===== src/rtl/mk8_periph_pkg.sv =====
// mk8_periph_pkg: register word addresses shared by the Mk8 CPU peripheral PIOs
package mk8_periph_pkg;
    typedef logic [2:0] reg_addr_t;
    localparam reg_addr_t ADDR_DATA     = 3'd0;
    localparam reg_addr_t ADDR_RSVD1    = 3'd1;
    localparam reg_addr_t ADDR_IRQMASK  = 3'd2;
    localparam reg_addr_t ADDR_EDGECAP  = 3'd3;
    localparam reg_addr_t ADDR_DEBOUNCE = 3'd4;
    localparam reg_addr_t ADDR_RISE_EN  = 3'd5;
    localparam reg_addr_t ADDR_FALL_EN  = 3'd6;
    localparam reg_addr_t ADDR_RSVD7    = 3'd7;
endpackage


===== src/rtl/mk8_tp_gpio_in_if.sv =====
// mk8_tp_gpio_in_if: Avalon-MM slave bus plus interrupt for the test-point input PIO
interface mk8_tp_gpio_in_if;
    import mk8_periph_pkg::*;
    reg_addr_t   address;
    logic        chipselect;
    logic        write_n;
    logic [31:0] writedata;
    logic [31:0] readdata;
    logic        irq;
    modport master (output address, chipselect, write_n, writedata, input readdata, irq);
    modport slave  (input address, chipselect, write_n, writedata, output readdata, irq);
endinterface


===== src/rtl/mk8_gpio_debounce_bit.sv =====
// mk8_gpio_debounce_bit: one input line synchronized and stable-time filtered, with edge pulses
module mk8_gpio_debounce_bit #(
    parameter int SYNC_STAGES = 2,
    parameter int DEBOUNCE_W  = 16
) (
    input  logic                  clk,
    input  logic                  reset_n,
    input  logic                  din,
    input  logic [DEBOUNCE_W-1:0] threshold,
    output logic                  db,
    output logic                  rise,
    output logic                  fall
);
    logic [SYNC_STAGES-1:0] sr;
    logic [DEBOUNCE_W-1:0]  cnt;
    logic                   sync;
    logic                   upd;
    assign sync = sr[SYNC_STAGES-1];
    // >= rather than == so a threshold lowered mid-count releases on the next mismatch
    assign upd  = (sync != db) &&
                  (threshold <= DEBOUNCE_W'(1) || cnt >= threshold - DEBOUNCE_W'(1));
    assign rise = upd & sync;
    assign fall = upd & ~sync;
    always_ff @(posedge clk or negedge reset_n) begin
        if (!reset_n) begin
            sr  <= '0;
            cnt <= '0;
            db  <= 1'b0;
        end else begin
            sr  <= {sr[SYNC_STAGES-2:0], din};
            db  <= upd ? sync : db;
            cnt <= (sync == db || upd) ? '0 : cnt + DEBOUNCE_W'(1);
        end
    end
endmodule


===== src/rtl/mk8_tp_gpio_in.sv =====
// mk8_tp_gpio_in: debounced test-point input port with edge capture and masked interrupt
module mk8_tp_gpio_in
    import mk8_periph_pkg::*;
#(
    parameter int                    WIDTH        = 8,
    parameter int                    SYNC_STAGES  = 2,
    parameter int                    DEBOUNCE_W   = 16,
    parameter logic [DEBOUNCE_W-1:0] DEBOUNCE_RST = '0
) (
    input  logic             clk,
    input  logic             reset_n,
    input  logic [WIDTH-1:0] in_port,
    mk8_tp_gpio_in_if.slave  bus
);
    logic [WIDTH-1:0]      db, rise, fall;
    logic [WIDTH-1:0]      irq_mask, edge_cap, rise_en, fall_en;
    logic [DEBOUNCE_W-1:0] debounce;
    logic [WIDTH-1:0]      wd, clr;
    logic [31:0]           rd;
    logic                  wr;
    logic                  unused_wdata;

    for (genvar i = 0; i < WIDTH; i++) begin : g_bit
        mk8_gpio_debounce_bit #(
            .SYNC_STAGES (SYNC_STAGES),
            .DEBOUNCE_W  (DEBOUNCE_W)
        ) u_bit (
            .clk       (clk),
            .reset_n   (reset_n),
            .din       (in_port[i]),
            .threshold (debounce),
            .db        (db[i]),
            .rise      (rise[i]),
            .fall      (fall[i])
        );
    end

    assign wr           = bus.chipselect && !bus.write_n;
    assign wd           = bus.writedata[WIDTH-1:0];
    assign clr          = (wr && bus.address == ADDR_EDGECAP) ? wd : '0;
    assign unused_wdata = ^bus.writedata;
    assign bus.irq      = |(edge_cap & irq_mask);

    always_comb begin
        rd = bus.address == ADDR_DATA     ? 32'(db)       :
             bus.address == ADDR_IRQMASK  ? 32'(irq_mask) :
             bus.address == ADDR_EDGECAP  ? 32'(edge_cap) :
             bus.address == ADDR_DEBOUNCE ? 32'(debounce) :
             bus.address == ADDR_RISE_EN  ? 32'(rise_en)  :
             bus.address == ADDR_FALL_EN  ? 32'(fall_en)  : 32'd0;
    end

    always_ff @(posedge clk or negedge reset_n) begin
        if (!reset_n) begin
            irq_mask     <= '0;
            edge_cap     <= '0;
            rise_en      <= '0;
            fall_en      <= '0;
            debounce     <= DEBOUNCE_RST;
            bus.readdata <= '0;
        end else begin
            if (wr && bus.address == ADDR_IRQMASK)  irq_mask <= wd;
            if (wr && bus.address == ADDR_DEBOUNCE) debounce <= bus.writedata[DEBOUNCE_W-1:0];
            if (wr && bus.address == ADDR_RISE_EN)  rise_en  <= wd;
            if (wr && bus.address == ADDR_FALL_EN)  fall_en  <= wd;
            // a fresh edge overrides a same-cycle write-1-to-clear
            edge_cap     <= (edge_cap & ~clr) | (rise & rise_en) | (fall & fall_en);
            bus.readdata <= rd;
        end
    end
endmodule


===== src/flat_wrapper.sv =====
// flat-port wrapper written by rule: the top's interface ports become plain ports
module mk8_tp_gpio_in_flat import mk8_periph_pkg::*;
#(
    parameter int                    WIDTH        = 8,
    parameter int                    SYNC_STAGES  = 2,
    parameter int                    DEBOUNCE_W   = 16,
    parameter logic [DEBOUNCE_W-1:0] DEBOUNCE_RST = '0
)
  (clk, reset_n, in_port, bus_address, bus_chipselect, bus_write_n, bus_writedata, bus_readdata, bus_irq);
  mk8_tp_gpio_in_if bus_i ();
  input  logic clk;
  input  logic reset_n;
  input  logic [WIDTH-1:0] in_port;
  input wire logic [$bits(bus_i.address)-1:0] bus_address;
  input wire logic [$bits(bus_i.chipselect)-1:0] bus_chipselect;
  input wire logic [$bits(bus_i.write_n)-1:0] bus_write_n;
  input wire logic [$bits(bus_i.writedata)-1:0] bus_writedata;
  output wire logic [$bits(bus_i.readdata)-1:0] bus_readdata;
  output wire logic [$bits(bus_i.irq)-1:0] bus_irq;
  assign bus_i.address = bus_address;
  assign bus_i.chipselect = bus_chipselect;
  assign bus_i.write_n = bus_write_n;
  assign bus_i.writedata = bus_writedata;
  assign bus_readdata = bus_i.readdata;
  assign bus_irq = bus_i.irq;
  mk8_tp_gpio_in #(.WIDTH(WIDTH), .SYNC_STAGES(SYNC_STAGES), .DEBOUNCE_W(DEBOUNCE_W), .DEBOUNCE_RST(DEBOUNCE_RST)) u_core (.clk(clk), .reset_n(reset_n), .in_port(in_port), .bus(bus_i));
endmodule

===== config.mk =====
export PLATFORM = sky130hd
export DESIGN_NAME = mk8_tp_gpio_in_flat
export DESIGN_NICKNAME = d
export VERILOG_FILES = /design/src/rtl/mk8_periph_pkg.sv /design/src/rtl/mk8_tp_gpio_in_if.sv /design/src/rtl/mk8_gpio_debounce_bit.sv /design/src/rtl/mk8_tp_gpio_in.sv /design/src/flat_wrapper.sv
export SDC_FILE = /design/constraint.sdc
export NUM_CORES = 1
export LEC_CHECK = 0
export ABC_AREA = 1
export BUFFER_PORTS_ARGS = -buffer_cell sky130_fd_sc_hd__buf_2
export CAP_MARGIN = 20
export CORE_MARGIN = 5
export CORE_UTILIZATION = 55
export DETAILED_ROUTE_END_ITERATION = 16
export HOLD_SLACK_MARGIN = 0.15
export PLACE_DENSITY = 0.84
export SLEW_MARGIN = 20
export SYNTH_ARGS = -nofsm -noshare
export SYNTH_HDL_FRONTEND = slang
export SYNTH_SLANG_ARGS = --single-unit

===== constraint.sdc =====
create_clock -name clk -period 3.4 [get_ports clk]
set_clock_uncertainty 0.2 [all_clocks]
set_input_delay 0.34 -clock clk [delete_from_list [all_inputs] [get_ports clk]]
set_output_delay 0.34 -clock clk [all_outputs]
set_load 0.05 [all_outputs]

# Word level (Yosys, flattened, before mapping)
# Index checks and enable logic that the tools add are counted.
[word_totals]
register_bits = 232
input_bits = 47
elab_cells = 148
[classes]
add_sub_neg = 9
n_lt_le_gt_ge = 9
eq_ne = 21
mux = 15
bitwise = 31
n_reduce_logical = 33
[ops]
columns = ["operator", "n"]
rows = [
  ["32-bit two-way mux", 5],
  ["16-bit by 1-bit adder with 16-bit output, second input constant", 8],
  ["16-bit greater-or-equal comparator", 8],
  ["16-bit two-way mux", 8],
  ["8-bit AND", 4],
  ["1-bit AND", 16],
  ["16-bit by 1-bit less-or-equal comparator with 1-bit output, second input constant", 1],
  ["1-bit logical OR", 16],
  ["8-bit two-way mux", 2],
  ["8-bit OR", 2],
  ["16-bit by 1-bit subtractor with 16-bit output, second input constant", 1],
  ["1-bit logical AND", 14],
  ["3-bit equality test, second input constant", 3],
  ["1-bit equality test", 8],
  ["1-bit inequality test", 8],
  ["1-bit inverter", 8],
  ["8-bit inverter", 1],
  ["8-bit OR reduction", 1],
  ["3-bit by 2-bit equality test with 1-bit output, second input constant", 2],
  ["3-bit zero test", 1],
  ["1-bit zero test", 1],
]

# Depth between registers and ports, before layout
[depth]
word_depth = 8
depth_mapped = 18
mapped_depth_nobuf = 18

# Hierarchy
# From an unflattened synthesis, not the netlist that was laid out.
[unflattened]
cells_unflattened = 2338
hier_area_um2 = 17272.8
[modules_own_cells]
columns = ["mod", "instances", "cells_each", "area_per_inst_um2", "seq_area_each_um2"]
rows = [
  ["mk8_gpio_debounce_bit at u_core.g_bit[1].u_bit ...", 6, 246, 1742.9, 475.5],
  ["mk8_tp_gpio_in", 1, 377, 3241.9, 1601.5],
  ["mk8_gpio_debounce_bit at u_core.g_bit[0].u_bit", 1, 243, 1841.8, 475.5],
  ["mk8_gpio_debounce_bit at u_core.g_bit[3].u_bit", 1, 242, 1731.7, 475.5],
]

# Worst setup path after synthesis
# OpenSTA, ideal clock, no wires.
[synth_timing]
path_kind = "register to register"
start = "reg u_core.debounce[0]"
end = "reg u_core.g_bit[3].u_bit.cnt[9]"
arrival_ns = 2.849
t_required_ns = 3.072
setup_slack_ns = 0.224
path_stages_with_launch = 17
n_path_buf = 1
period_less_slack_ns = 3.176
path_cell_list = "dfrtp_1 -> inv_1 -> ha_1 -> nand2_1 -> nor3_1 -> nand4_1 -> xor2_1 -> ha_1 -> nand4_1 -> inv_1 -> nand2_1 -> nand3b_1 -> nor2_1 -> nand2_2 -> nand4_4 -> buf_12 -> nor2_4"
[synth_via]
elab_chain_cells = 6
elab_cells_between_ends = 7
cone_classes = "add/sub: 1; order compare: 2; mux: 1; reduce/logical: 3"
[synth_lines]
columns = ["element", "line", "text"]
rows = [
  ["start: declaration", "mk8_tp_gpio_in.sv:17", "logic [DEBOUNCE_W-1:0] debounce;"],
  ["start signal: assignment", "mk8_tp_gpio_in.sv:63", "if (wr && bus.address == ADDR_DEBOUNCE) debounce <= bus.writedata[DEBOUNCE_W-1:0];"],
  ["16-bit by 1-bit subtractor with 16-bit output", "mk8_gpio_debounce_bit.sv:21", "(threshold <= DEBOUNCE_W'(1) || cnt >= threshold - DEBOUNCE_W'(1));"],
  ["16-bit greater-or-equal comparator", "mk8_gpio_debounce_bit.sv:21", ""],
  ["1-bit logical OR (*)", "mk8_gpio_debounce_bit.sv:21", ""],
  ["1-bit logical AND (*)", "mk8_gpio_debounce_bit.sv:20", "assign upd = (sync != db) &&"],
  ["1-bit logical OR (*)", "mk8_gpio_debounce_bit.sv:32", "cnt <= (sync == db || upd) ? '0 : cnt + DEBOUNCE_W'(1);"],
  ["16-bit two-way mux (*)", "mk8_gpio_debounce_bit.sv:32", ""],
  ["end signal: assignment", "mk8_gpio_debounce_bit.sv:32", ""],
  ["end: declaration", "mk8_gpio_debounce_bit.sv:15", "logic [DEBOUNCE_W-1:0] cnt;"],
]
# Mark *: on every way between the ends. The rest lies on a longest branch, timed or not.
# A chain may end at the register's enable or synchronous reset.

# Final worst setup path
[layout_timing]
start = "reg u_core.debounce[4]"
end = "reg u_core.g_bit[3].u_bit.cnt[7]"
# Same word-level chain as after synthesis.

==> impl_metrics.py <==
metrics = {
    "floorplanning": {
        "die_h_microns": 166,
        "rows": 57,
        "io_pins": 80,
        "start_util": 0.552,
        "die-area_sq_um": 27400,
        "die_x_microns": 166,
        "core_sq_um": 24100,
    },
    "power": {
        "power.density_nw_per_um2": 490,
        "power_leakage_nw": 7.74,
        "power_mw": 7.68,
        "peakVddDrop_mv": 0.555,
    },
    "synthesis": {
        "synth_xor_area_frac": 0.0691,
        "yosysWarnings": 0,
        "synth_edf_count": 0,
        "synth.mux.area_fraction": 0,
        "synth_top_family_by_area": "simple AND/OR/NAND/NOR gates",
        "yosys_most_used_dff": "dfrtp_1",
        "yosys.area_share.adder": 0.115,
        "yosys.area_share.simple": 0.270,
        "ys_seq_area_frac": 0.406,
        "syn_area_sq_um": 13300,
        "synth_compound_area_frac": 0.0609,
        "synth_area_per_cell_sq_um": 8.21,
        "ys_ff_latch": 216,
        "syn-instance-count": 1621,
        "ys_types": 39,
        "async_reset_ff_frac": 1.00,
    },
    "sta": {
        "setup_viol": 0,
        "post-route-period-util": 0.981,
        "final.min_clock_period_ps": 3340,
        "timing.fmax_mhz": 300,
        "hold_viol": 0,
        "whs_ps": 150,
        "max-slew-margin-rel": 0.395,
        "slew_viol_final": 0,
        "max_slew.worst_pin.slew_ps": 905,
    },
    "worst_setup_path": {
        "cpMaxStageDelayCell": "dfrtp_1",
        "cp-end-kind": "flip-flop",
        "cp_num_buf_inv": 3,
        "rr_endpoint": "u_core.g_bit[3].u_bit.cnt[7]",
        "worstSetupPathType": "flip-flop to flip-flop",
        "reg2reg_depth": 17,
        "slowest_delay_ps": 370,
        "critPathLaunch": "u_core.debounce[4]",
        "path_cells": "or2_4, nor2_8, nand3_4, nor2_1, nand3_1, xor2_4, buf_4, ha_1, nand4_1, inv_2, nand2_1, nand3b_1, nor2_2, nand2_2, nand4_4, clkbuf_16, nor2_4",
        "crit_path_start_kind": "flip-flop",
        "worstPathArrival_ps": 3530,
        "r2r-start": "u_core.debounce[4]",
        "rrSetupSlack_ps": 60,
        "worst_path_dominant_cell_family": "simple AND/OR/NAND/NOR gates",
        "cp_max_fo": 7,
        "required_ps": 3600,
    },
    "drt": {
        "drc": 0,
        "routedWlPerCell_microns": 17.2,
        "antenna_left": 0,
        "via_per_inst": 5.62,
        "first_pass_iters": 6,
        "dr_total_vias": 11900,
        "drt_iter0_markers": 1029,
        "wl_microns": 36300,
    },
    "job": {
        "drv_cap": 0,
    },
    "cells_and_area": {
        "drive_above_1_share": 0.135,
        "final_common_cell": "nand2_1",
        "num_antenna_cells": 0,
        "final_cell_mix": "nand2_1, dfrtp_1, inv_1",
        "finalNetCount": 1942,
        "area_delta_synth_final_pct": 17.7,
    },
    "place": {
        "gp_congestion": 0.935,
        "hpwl_microns": 22800,
        "portBuffers": 47,
    },
    "hold_path": {
        "min_from": "u_core.g_bit[0].u_bit.sr[0]",
        "whs_path_depth": 0,
        "hold_end": "u_core.g_bit[0].u_bit.sr[1]",
        "hold_path.class": "flip-flop to flip-flop",
    },
    "cts": {
        "clock_sinks": 216,
        "root_buffer": "clkbuf_16",
        "cts_tree": "yes",
        "path_clk_slew_ps": 60,
        "cts_max_level": 1,
        "clkLatencyLatePin_ps": 520,
        "cts_buffer_depth": 3,
        "cts_made_buffers": 24,
    },
    "grt": {
        "grt_usage": 0.253,
        "grt_max_degree": 102,
        "grt_pass1_vias": 11800,
        "grt_pass1_wl_microns": 55900,
        "overflow": 0,
        "antenna_found_initial": 0,
    },
    "status": {
        "status": "complete, no violations",
    },
}
## final cells by class
| type | instances | area (sq um) |
|---|---|---|
| Fill cell | 1783 | 8450 |
| Inverter | 215 | 807 |
| Clock inverter | 6 | 105 |
| Timing Repair Buffer | 138 | 1130 |
| Clock buffer | 35 | 713 |
| Sequential cell | 216 | 5410 |
| Tap cell | 324 | 405 |
| Multi-Input combinational cell | 1178 | 7100 |
## per-layer routing
metal / track usage / routed length [microns] / up-vias / share of wire
met5: 0 / 0 / - / 0
met4: 0.128 / 2030 / 0 / 0.056
met3: 0.0439 / 3020 / 197 / 0.083
met2: 0.442 / 17800 / 612 / 0.49
met1: 0.301 / 13500 / 5605 / 0.37
li1: - / - / 5462 / -
## cells in the mapped netlist, types with 12 or more instances
library cell	number	share of area
a21oi_1	46	0.017
buf_4	16	0.0090
dfrtp_1	216	0.41
ha_1	122	0.11
inv_1	214	0.060
nand2_1	373	0.11
nand2_2	15	0.0071
nand3_1	71	0.027
nand3b_1	12	0.0068
nand4_1	23	0.011
nor2_1	208	0.059
nor2_2	33	0.016
nor3_1	21	0.0079
o21ai_0	61	0.023
xnor2_1	29	0.019
xor2_1	76	0.050
## through the flow
step,area [sq um],util,setup WS (ps),std cells,TNS (ps)
final,15700,0.650,64.2,2112,0
after floorplan,13400,-,224,1636,0
after global routing,15700,0.650,-89.1,2112,-3440
after global placement,14100,0.587,-114,2019,-1640
after detailed placement,14100,0.587,-282,2019,-20330
after CTS,15400,0.639,24.0,2102,0
## worst max path at each step
stage                                          endpoint  cells after the start
after floorplan            u_core.g_bit[3].u_bit.cnt[9]                     16
after global routing       u_core.g_bit[3].u_bit.cnt[7]                     18
final                      u_core.g_bit[3].u_bit.cnt[7]                     17
after detailed placement   u_core.g_bit[3].u_bit.cnt[1]                     15
after global placement    u_core.g_bit[3].u_bit.cnt[15]                     15
after CTS                            u_core.edge_cap[0]                     15
## power breakdown
| group | internal (mW) | switching [mW] | leakage, nW |
|---|---|---|---|
| combinational | 0.744 | 1.35 | 4.48 |
| sequential | 2.74 | 0.137 | 2.86 |
| clock | 1.67 | 1.04 | 0.404 |
| total | 5.16 | 2.52 | 7.74 |
## timing repair
action,in CTS,in global routing
setup buffers,0,6
hold endpoints to repair,157,0
resized for setup,4,26
setup endpoints to repair,144,144
gates cloned,0,4
pin swaps,1,12
hold buffers,42,0
## worst register-to-register path, stage by stage (launching register included)
cell and delay [ps]:
dfrtp_1 370, or2_4 290, nor2_8 140, nand3_4 70
nor2_1 150, nand3_1 210, xor2_4 260, buf_4 200
ha_1 310, nand4_1 110, inv_2 80, nand2_1 40
nand3b_1 160, nor2_2 140, nand2_2 100, nand4_4 140
clkbuf_16 210, nor2_4 40
## registers in the layout, summed over array words and instances (netlist names)
name                    count
u_core.bus.readdata        16
u_core.debounce            16
u_core.edge_cap             8
u_core.fall_en              8
u_core.g_bit.u_bit.cnt    128
u_core.g_bit.u_bit.db       8
u_core.g_bit.u_bit.sr      16
u_core.irq_mask             8
u_core.rise_en              8
## cells by family after synthesis
kind of cell / Yosys count
compound gates: 143
xor+xnor: 105
fa+ha+maj: 122
buf+inv: 245
flops: 216
other cells: 1
simple gates: 789
Note: power is estimated with default switching activity, not from simulation.
